--- src/rtl/f8_ifetch.sv ---
// f8_ifetch: instruction-fetch responder for the CPU instruction port.
// Assembles the unaligned 3-byte window at iread_addr from a 16-bit,
// little-endian backing memory. Two tagged word slots let sequential
// execution hit with zero latency. At most one memory read is outstanding.
module f8_ifetch (
  input  logic        clk,
  input  logic        reset,
  input  logic [15:0] iread_addr,
  output logic [23:0] iread_data,
  output logic        ivalid,
  output logic [14:0] mem_addr,
  output logic        mem_rd,
  input  logic [15:0] mem_rdata,
  input  logic        mem_rvalid
);

  typedef enum logic {
    ST_IDLE,  // no read outstanding
    ST_WAIT   // one read outstanding, tag held in rt_q
  } state_t;

  typedef struct packed {
    logic        valid;
    logic [14:0] tag;
    logic [15:0] data;
  } slot_t;

  state_t      state_q, state_d;
  slot_t       slot_q [2];
  logic [14:0] rt_q;

  // Word addresses covering the window; wh wraps at the top of memory.
  logic [14:0] wl, wh;
  logic        hit_wl, hit_wh;
  logic [15:0] wl_data, wh_data;
  logic [31:0] window;
  logic [1:0]  slot_free;
  logic        store_en;

  // Tag compare and byte assembly for the requested window.
  always_comb begin
    wl      = iread_addr[15:1];
    wh      = wl + 15'd1;
    hit_wl  = (slot_q[0].valid && slot_q[0].tag == wl) ||
              (slot_q[1].valid && slot_q[1].tag == wl);
    hit_wh  = (slot_q[0].valid && slot_q[0].tag == wh) ||
              (slot_q[1].valid && slot_q[1].tag == wh);
    wl_data = (slot_q[0].valid && slot_q[0].tag == wl) ? slot_q[0].data : slot_q[1].data;
    wh_data = (slot_q[0].valid && slot_q[0].tag == wh) ? slot_q[0].data : slot_q[1].data;
    window  = {wh_data, wl_data};
    ivalid  = !reset && hit_wl && hit_wh;
    if (!ivalid)
      iread_data = 24'h000000;
    else if (iread_addr[0])
      iread_data = window[31:8];
    else
      iread_data = window[23:0];
  end

  // Pick where a returning word may land: empty slots or slots whose word
  // is no longer part of the current window. A response for a word outside
  // the current window is dropped.
  always_comb begin
    for (int i = 0; i < 2; i++)
      slot_free[i] = !slot_q[i].valid || (slot_q[i].tag != wl && slot_q[i].tag != wh);
    store_en = (state_q == ST_WAIT) && mem_rvalid && (rt_q == wl || rt_q == wh);
  end

  // Next-state and read-request logic; the low word is fetched first.
  always_comb begin
    // NOTE: every output gets a default before the case so no latch is inferred.
    state_d  = state_q;
    mem_rd   = 1'b0;
    mem_addr = rt_q;
    if (reset) begin
      mem_addr = 15'd0;
    end else begin
      case (state_q)
        ST_IDLE: begin
          mem_addr = wl;
          if (!hit_wl) begin
            mem_rd  = 1'b1;
            state_d = ST_WAIT;
          end else if (!hit_wh) begin
            mem_rd   = 1'b1;
            mem_addr = wh;
            state_d  = ST_WAIT;
          end
        end
        ST_WAIT: begin
          if (mem_rvalid) state_d = ST_IDLE;
        end
        default: state_d = ST_IDLE;
      endcase
    end
  end

  // State register, outstanding tag and slot updates.
  always_ff @(posedge clk) begin
    // NOTE: sequential state uses non-blocking assignments only.
    if (reset) begin
      state_q <= ST_IDLE;
      rt_q    <= 15'd0;
      // NOTE: the slot array is tiny and must come up invalid, so it is reset
      // explicitly rather than left to power-up contents.
      for (int i = 0; i < 2; i++) slot_q[i] <= '0;
    end else begin
      state_q <= state_d;
      if (mem_rd) rt_q <= mem_addr;
      if (store_en) begin
        if (slot_free[0])
          slot_q[0] <= '{valid: 1'b1, tag: rt_q, data: mem_rdata};
        else if (slot_free[1])
          slot_q[1] <= '{valid: 1'b1, tag: rt_q, data: mem_rdata};
      end
    end
  end

endmodule
--- config.mk ---
export PLATFORM = sky130hd
export DESIGN_NAME = f8_ifetch
export DESIGN_NICKNAME = d
export VERILOG_FILES = /design/src/rtl/f8_ifetch.sv
export SDC_FILE = /design/constraint.sdc
export NUM_CORES = 1
export LEC_CHECK = 0
export CAP_MARGIN = 25
export CORE_ASPECT_RATIO = 0.75
export CORE_UTILIZATION = 40
export DETAILED_ROUTE_END_ITERATION = 6
export PLACE_DENSITY = 0.61
export SLEW_MARGIN = 5
export SYNTH_ARGS = -nofsm -noshare
export SYNTH_HDL_FRONTEND = slang
export SYNTH_SLANG_ARGS = --single-unit
--- constraint.sdc ---
create_clock -name clk -period 4.2 [get_ports clk]
set_input_delay 0.63 -clock clk [delete_from_list [all_inputs] [get_ports clk]]
set_output_delay 0.63 -clock clk [all_outputs]
set_load 0.02 [all_outputs]
Yosys cells after proc, flatten, opt, wreduce, memory -nomap -nowiden
Memory sizes are Yosys's and may differ from the RTL's. Index checks and enable logic that the tools add are counted. Widths: inputs -> output; s select.

Output and inout bits: 41. Memories kept: 1. Flip-flop bits (word level): 16. RAM bits: 64. Bits of input ports: 35. Word-level logic and storage cells: 62.

Add/subtract/negate cells: 1. Reductions and logical operators: 18. Eq/ne operators: 10. Multiplexer cells: 27. Bitwise operators: 3.

Memories: slot_q (depth 2, width 32, read ports 2, clocked after Yosys merged registers in 0, write ports 2, RTL line 29) `slot_t slot_q [2];`.

Operator list (number): $eq 15x15->1 (6); $mux 32 (2); $mux 15 (4); $ne 15x15->1 (4); $mux 24 (2); $mux 16 (2); $mux 1 (16); $add 15x1->15 const B (1); $logic_and 1x1->1 (10); $logic_or 1x1->1 (5); $logic_not 1->1 (3); $or 1x1->1 (2); $pmux 1 s2 (1); $not 1->1 (1).

Depth between registers and ports, before layout
Word-level depth: 10. Mapped depth: 13. Depth with buffers taken out: 9.

Worst setup path after synthesis
No wires, ideal clock.

Kind: input to output. Start point: input port iread_addr[2]. End point: output port mem_addr[7]. Stages: 10. Buffers on the path: 2. Data arrival time: 3.752 ns. Data required time: 3.570 ns. Setup slack: -0.182 ns. Path through: buf_2 nand4_1 or4_1 clkbuf_1 xnor2_2 nand3_1 nor4b_4 nor3_1 and4_1 a2111oi_0.

Longest elaborated chain between the ends: 8. Elaborated cells on any way between the ends: 15. Those cells by class: add/sub: 1; eq/ne: 4; mux: 4; reduce/logical: 6.

RTL lines: from (decl) (RTL line 8) `input logic [15:0] iread_addr,`; $add 15x1->15 (RTL line 43) `wh = wl + 15'd1;`; $eq 15x15->1 (on tied branches) (RTL line 46, 47); $logic_and 1x1->1 (on tied branches) (RTL line 46, 47); $logic_or 1x1->1 (RTL line 46) `hit_wh = (slot_q[0].valid && slot_q[0].tag == wh) ||`; $mux 15 (RTL line 84) `end else if (!hit_wh) begin`; $mux 15 (*) (RTL line 81) `if (!hit_wl) begin`; $mux 15 (*) (RTL line 78) `case (state_q)`; $mux 15 (*) (RTL line 75) `if (reset) begin`; to (decl) (RTL line 11) `output logic [14:0] mem_addr,`.

Every way passes the cells marked *; elsewhere a longest branch is shown, timed or not.

Worst setup path in the final report
Start point: input port iread_addr[1]. End point: output port iread_data[1].

Longest elaborated chain between the ends: 6. Elaborated cells on any way between the ends: 16. Those cells by class: add/sub: 1; eq/ne: 4; mux: 3; reduce/logical: 8.

RTL lines: $add 15x1->15 (tied with other cells) (RTL line 43); $eq 15x15->1 (tied with other cells) (RTL line 46); $logic_and 1x1->1 (tied with other cells) (RTL line 46); $logic_or 1x1->1 or $logic_and 1x1->1 (tied branches) (RTL line 46, 51); $logic_and 1x1->1 (RTL line 51) `ivalid = !reset && hit_wl && hit_wh;`; $mux 24 (*) (RTL line 52) `if (!ivalid)`; to (decl) (RTL line 9) `output logic [23:0] iread_data,`.

Marks and branches as above.

==> results.tsv <==
metric	value	unit
I/O pins	76	
slew margin rel.	48.97	%
Mapped Nets	676	
P_sw	0.6926	mW
Post-synth EDFFs	64	
min-delay src	rt_q[9]$_SDFFE_PP0P_	
Leak	3.565	nW
async set-reset flop share out of synthesis	0	%
DRC	0	
vias	6201	
Buf+Inv Stages, Crit Path	4	
post-route ant nets	0	
GR Util met3	9.574	%
diodes inserted	0	
commonest cells in the synthesized netlist	64 x edfxtp_1, 59 x xnor2_1, 47 x nor2_1	
Peak VDD IR	0.1946	mV
Place WS	-1.008	ns
Sw Ratio	30.15	%
GRT overflow	0	
Initial Util	41.52	%
Post-Syn Instances	640	
Critical Path Start	iread_addr[1]	
DR iter-0 viols	631	
met1 Usage GRT	41.29	%
post-DP HPWL	16740	µm
fin crit period	4.123	ns
pwr dens	250.7	nW/µm²
Distinct cells, synth	81	
CTS Hold Bufs	0	
Finished Core Util	62.58	%
reg2reg start	rt_q[13]$_SDFFE_PP0P_	
achievable clock frequency	242.5	MHz
Rows	38	
warning count from the yosys run	0	
Setup Total Neg Slack	0	ns
area growth from synthesis to layout	50.70	%
Die H	108.8	µm
Sink Count	80	
Synth area leaders	edfxtp_1 32%, xnor2_1 8.5%, dfxtp_1 5.3%, a211oi_1 4.0%, and2_1 3.9%	
Clk pwr share	36.1	%
startpoint types	input port	
combinational group share of total power	23.9	%
crit path cell chain	clkbuf_2, ha_2, and4_4, and2_1, xor2_1, nand4b_1, nor4_4, buf_4, nor2_2, or3_4, clkbuf_16, a211oi_4, buf_6	
Crit Path Category	input port to output port	
Req. time, crit path	3.57	ns
full die area	15700	µm²
Max Cap Viol	0	
Critical Path Fanout Max	6	
Top Usage Layer GRT	met2	
Die W	144.4	µm
GPL Wtd Cong	0.9743	
Worst Hold Class	flip-flop to flip-flop	
Syn Area/Cell	9.501	µm²
hold slack final	0.5068	ns
largest area contributor in the synthesized netlist	edfxtp_1	
vias in the first global route	5866	
grt met2 use	42.75	%
Arr. time, crit path	3.49	ns
Final Net Count	886	
outcome	completed	
WL final	23020	µm
CTS tree	done	
initial antenna violation count	0	
total design power	2.297	mW
Vias per Instance	5.878	
Final Worst Setup Slack	0.07667	ns
DR pass1 iterations	5	
Setup Skew	0.01313	ns
#FFs+latches synth	80	
Crit path largest cell delay	0.44	ns
share of the synthesized area in the top cell type	31.60	%
first-pass GRT wire length	33580	µm
CP Capture Type	output port	
Final Max Slew Viols	0	
Clock H-tree levels	3	
Mapped Area	6081	µm²
pin count of the biggest net entering global routing	33	
crit-path leading delay family	simple AND/OR/NAND/NOR gates	
clk buf depth	2	
Top FF cell, synth	edfxtp_1	
worst-skew pair later-pin latency	0.36	ns
drt wl/cell	21.82	µm
clk slew on worst S/H paths	0.07	ns
final cycle utilization of the critical path	98.17	%
post-synthesis sequential area ratio	36.87	%
core footprint	14640	µm²
Total Routing Usage GR	29.13	%
CTS Buf Count	9	
P_int	1.605	mW
count leader, synth	edfxtp_1	
final hold violation count	0	
CTS root buffer	clkbuf_16	
Worst Max-Slew Pin Slew	0.7584	ns
critical path's slowest cell	or3_4	
layout cells sized above 1	41.87	%
# port buffers	75	
Flop pwr share	40.0	%
# setup viols final	0	
[tightest hold or removal path: stages, from the launching register on]
cell and delay, ns:
dfxtp_1 0.35, inv_1 0.06, a211oi_1 0.05
[what timing repair did]
action	4_1_cts	5_1_grt
cloned	0	3
buffers inserted	3	7
endpoints found under the setup margin	41	41
gates resized for setup	252	98
pin swaps	18	18
[power by group through the flow]
stage | registers [mW] | logic, mW | clock network (mW)
after floorplan | 0.922 | 0.256 | 0
after global placement | 0.930 | 0.486 | 0
after detailed placement | 0.932 | 0.487 | 0
after CTS | 0.916 | 0.512 | 0.832
after global routing | 0.923 | 0.581 | 0.870
final | 0.920 | 0.549 | 0.829
[metrics by stage]
| stage | area, µm² | instances |
|---|---|---|
| finish | 9164 | 1055 |
| CTS | 8722 | 1045 |
| detailed placement | 8187 | 1026 |
| floorplan | 6083 | 640 |
| global placement | 8187 | 1026 |
| global route | 9164 | 1055 |
[cell type report]
| class | count | area, µm² |
|---|---|---|
| inverter | 21 | 78.83 |
| fill | 1254 | 5480 |
| clock buffer | 9 | 225.2 |
| sequential | 80 | 2242 |
| timing repair buffer | 252 | 2120 |
| multi-input combinational | 486 | 4168 |
| clock inverter | 7 | 80.08 |
| tap | 200 | 250.2 |
[cell usage in the layout (no fill, tap or decap), types with 5 or more instances in the layout]
| cell type | Yosys | routed |
|---|---|---|
| and2_1 | 38 | 38 |
| a21oi_1 | 22 | 22 |
| buf_2 | 17 | 19 |
| xnor2_2 | 1 | 11 |
| a211oi_2 | 10 | 24 |
| nor3_1 | 11 | 10 |
| buf_6 | 1 | 19 |
| clkbuf_16 | 0 | 11 |
| mux2i_1 | 18 | 13 |
| clkdlybuf4s50_1 | 0 | 20 |
| nand3b_1 | 5 | 5 |
| o21ai_0 | 17 | 16 |
| clkbuf_2 | 0 | 11 |
| inv_1 | 20 | 20 |
| edfxtp_1 | 64 | 64 |
| nor4_4 | 1 | 9 |
| xnor2_1 | 59 | 46 |
| buf_4 | 4 | 162 |
| nor2_1 | 47 | 46 |
| nand4_1 | 24 | 24 |
| nand2_1 | 26 | 24 |
| dfxtp_1 | 16 | 16 |
| buf_12 | 0 | 8 |
| nor2b_1 | 8 | 8 |
| and3_1 | 12 | 11 |
| nand3_1 | 12 | 7 |
| nand3_2 | 1 | 5 |
| xor2_1 | 14 | 12 |
| mux2_2 | 10 | 10 |
| o31a_1 | 9 | 9 |
| and4_1 | 7 | 5 |
| a211oi_1 | 32 | 14 |
[worst paths after layout]
check        depth (start not counted)                 endpoint  slack (ns)
max reg2reg                         10  slot_q[0][53]$_DFFE_PP_        0.84
min reg2reg                          2     rt_q[9]$_SDFFE_PP0P_        0.51
max                                 13            iread_data[1]        0.08
min                                  2     rt_q[9]$_SDFFE_PP0P_        0.51
[registers in the layout, summed over array words and instances, names as in the netlist]
signal   flops
rt_q        15
state_q      1
slot_q      64
[routing by layer]
metal	part of all wire (%)	wire length (µm)
met1	45	10460
met2	43	9850
met3	10	2366
met4	1.5	351
met5	0	0
[cells by family after synthesis]
family / Yosys count / synth area share [%]
and+or+nand+nor: 237 / 23.15
adders and majority gates: 1 / 0.2057
AOI/OAI and AO/OA: 146 / 18.89
buffers and inverters: 74 / 5.288
muxes: 28 / 4.815
xor gates and xnor gates: 74 / 10.78
DFF: 80 / 36.87
Power figures use the tool's default switching activity.
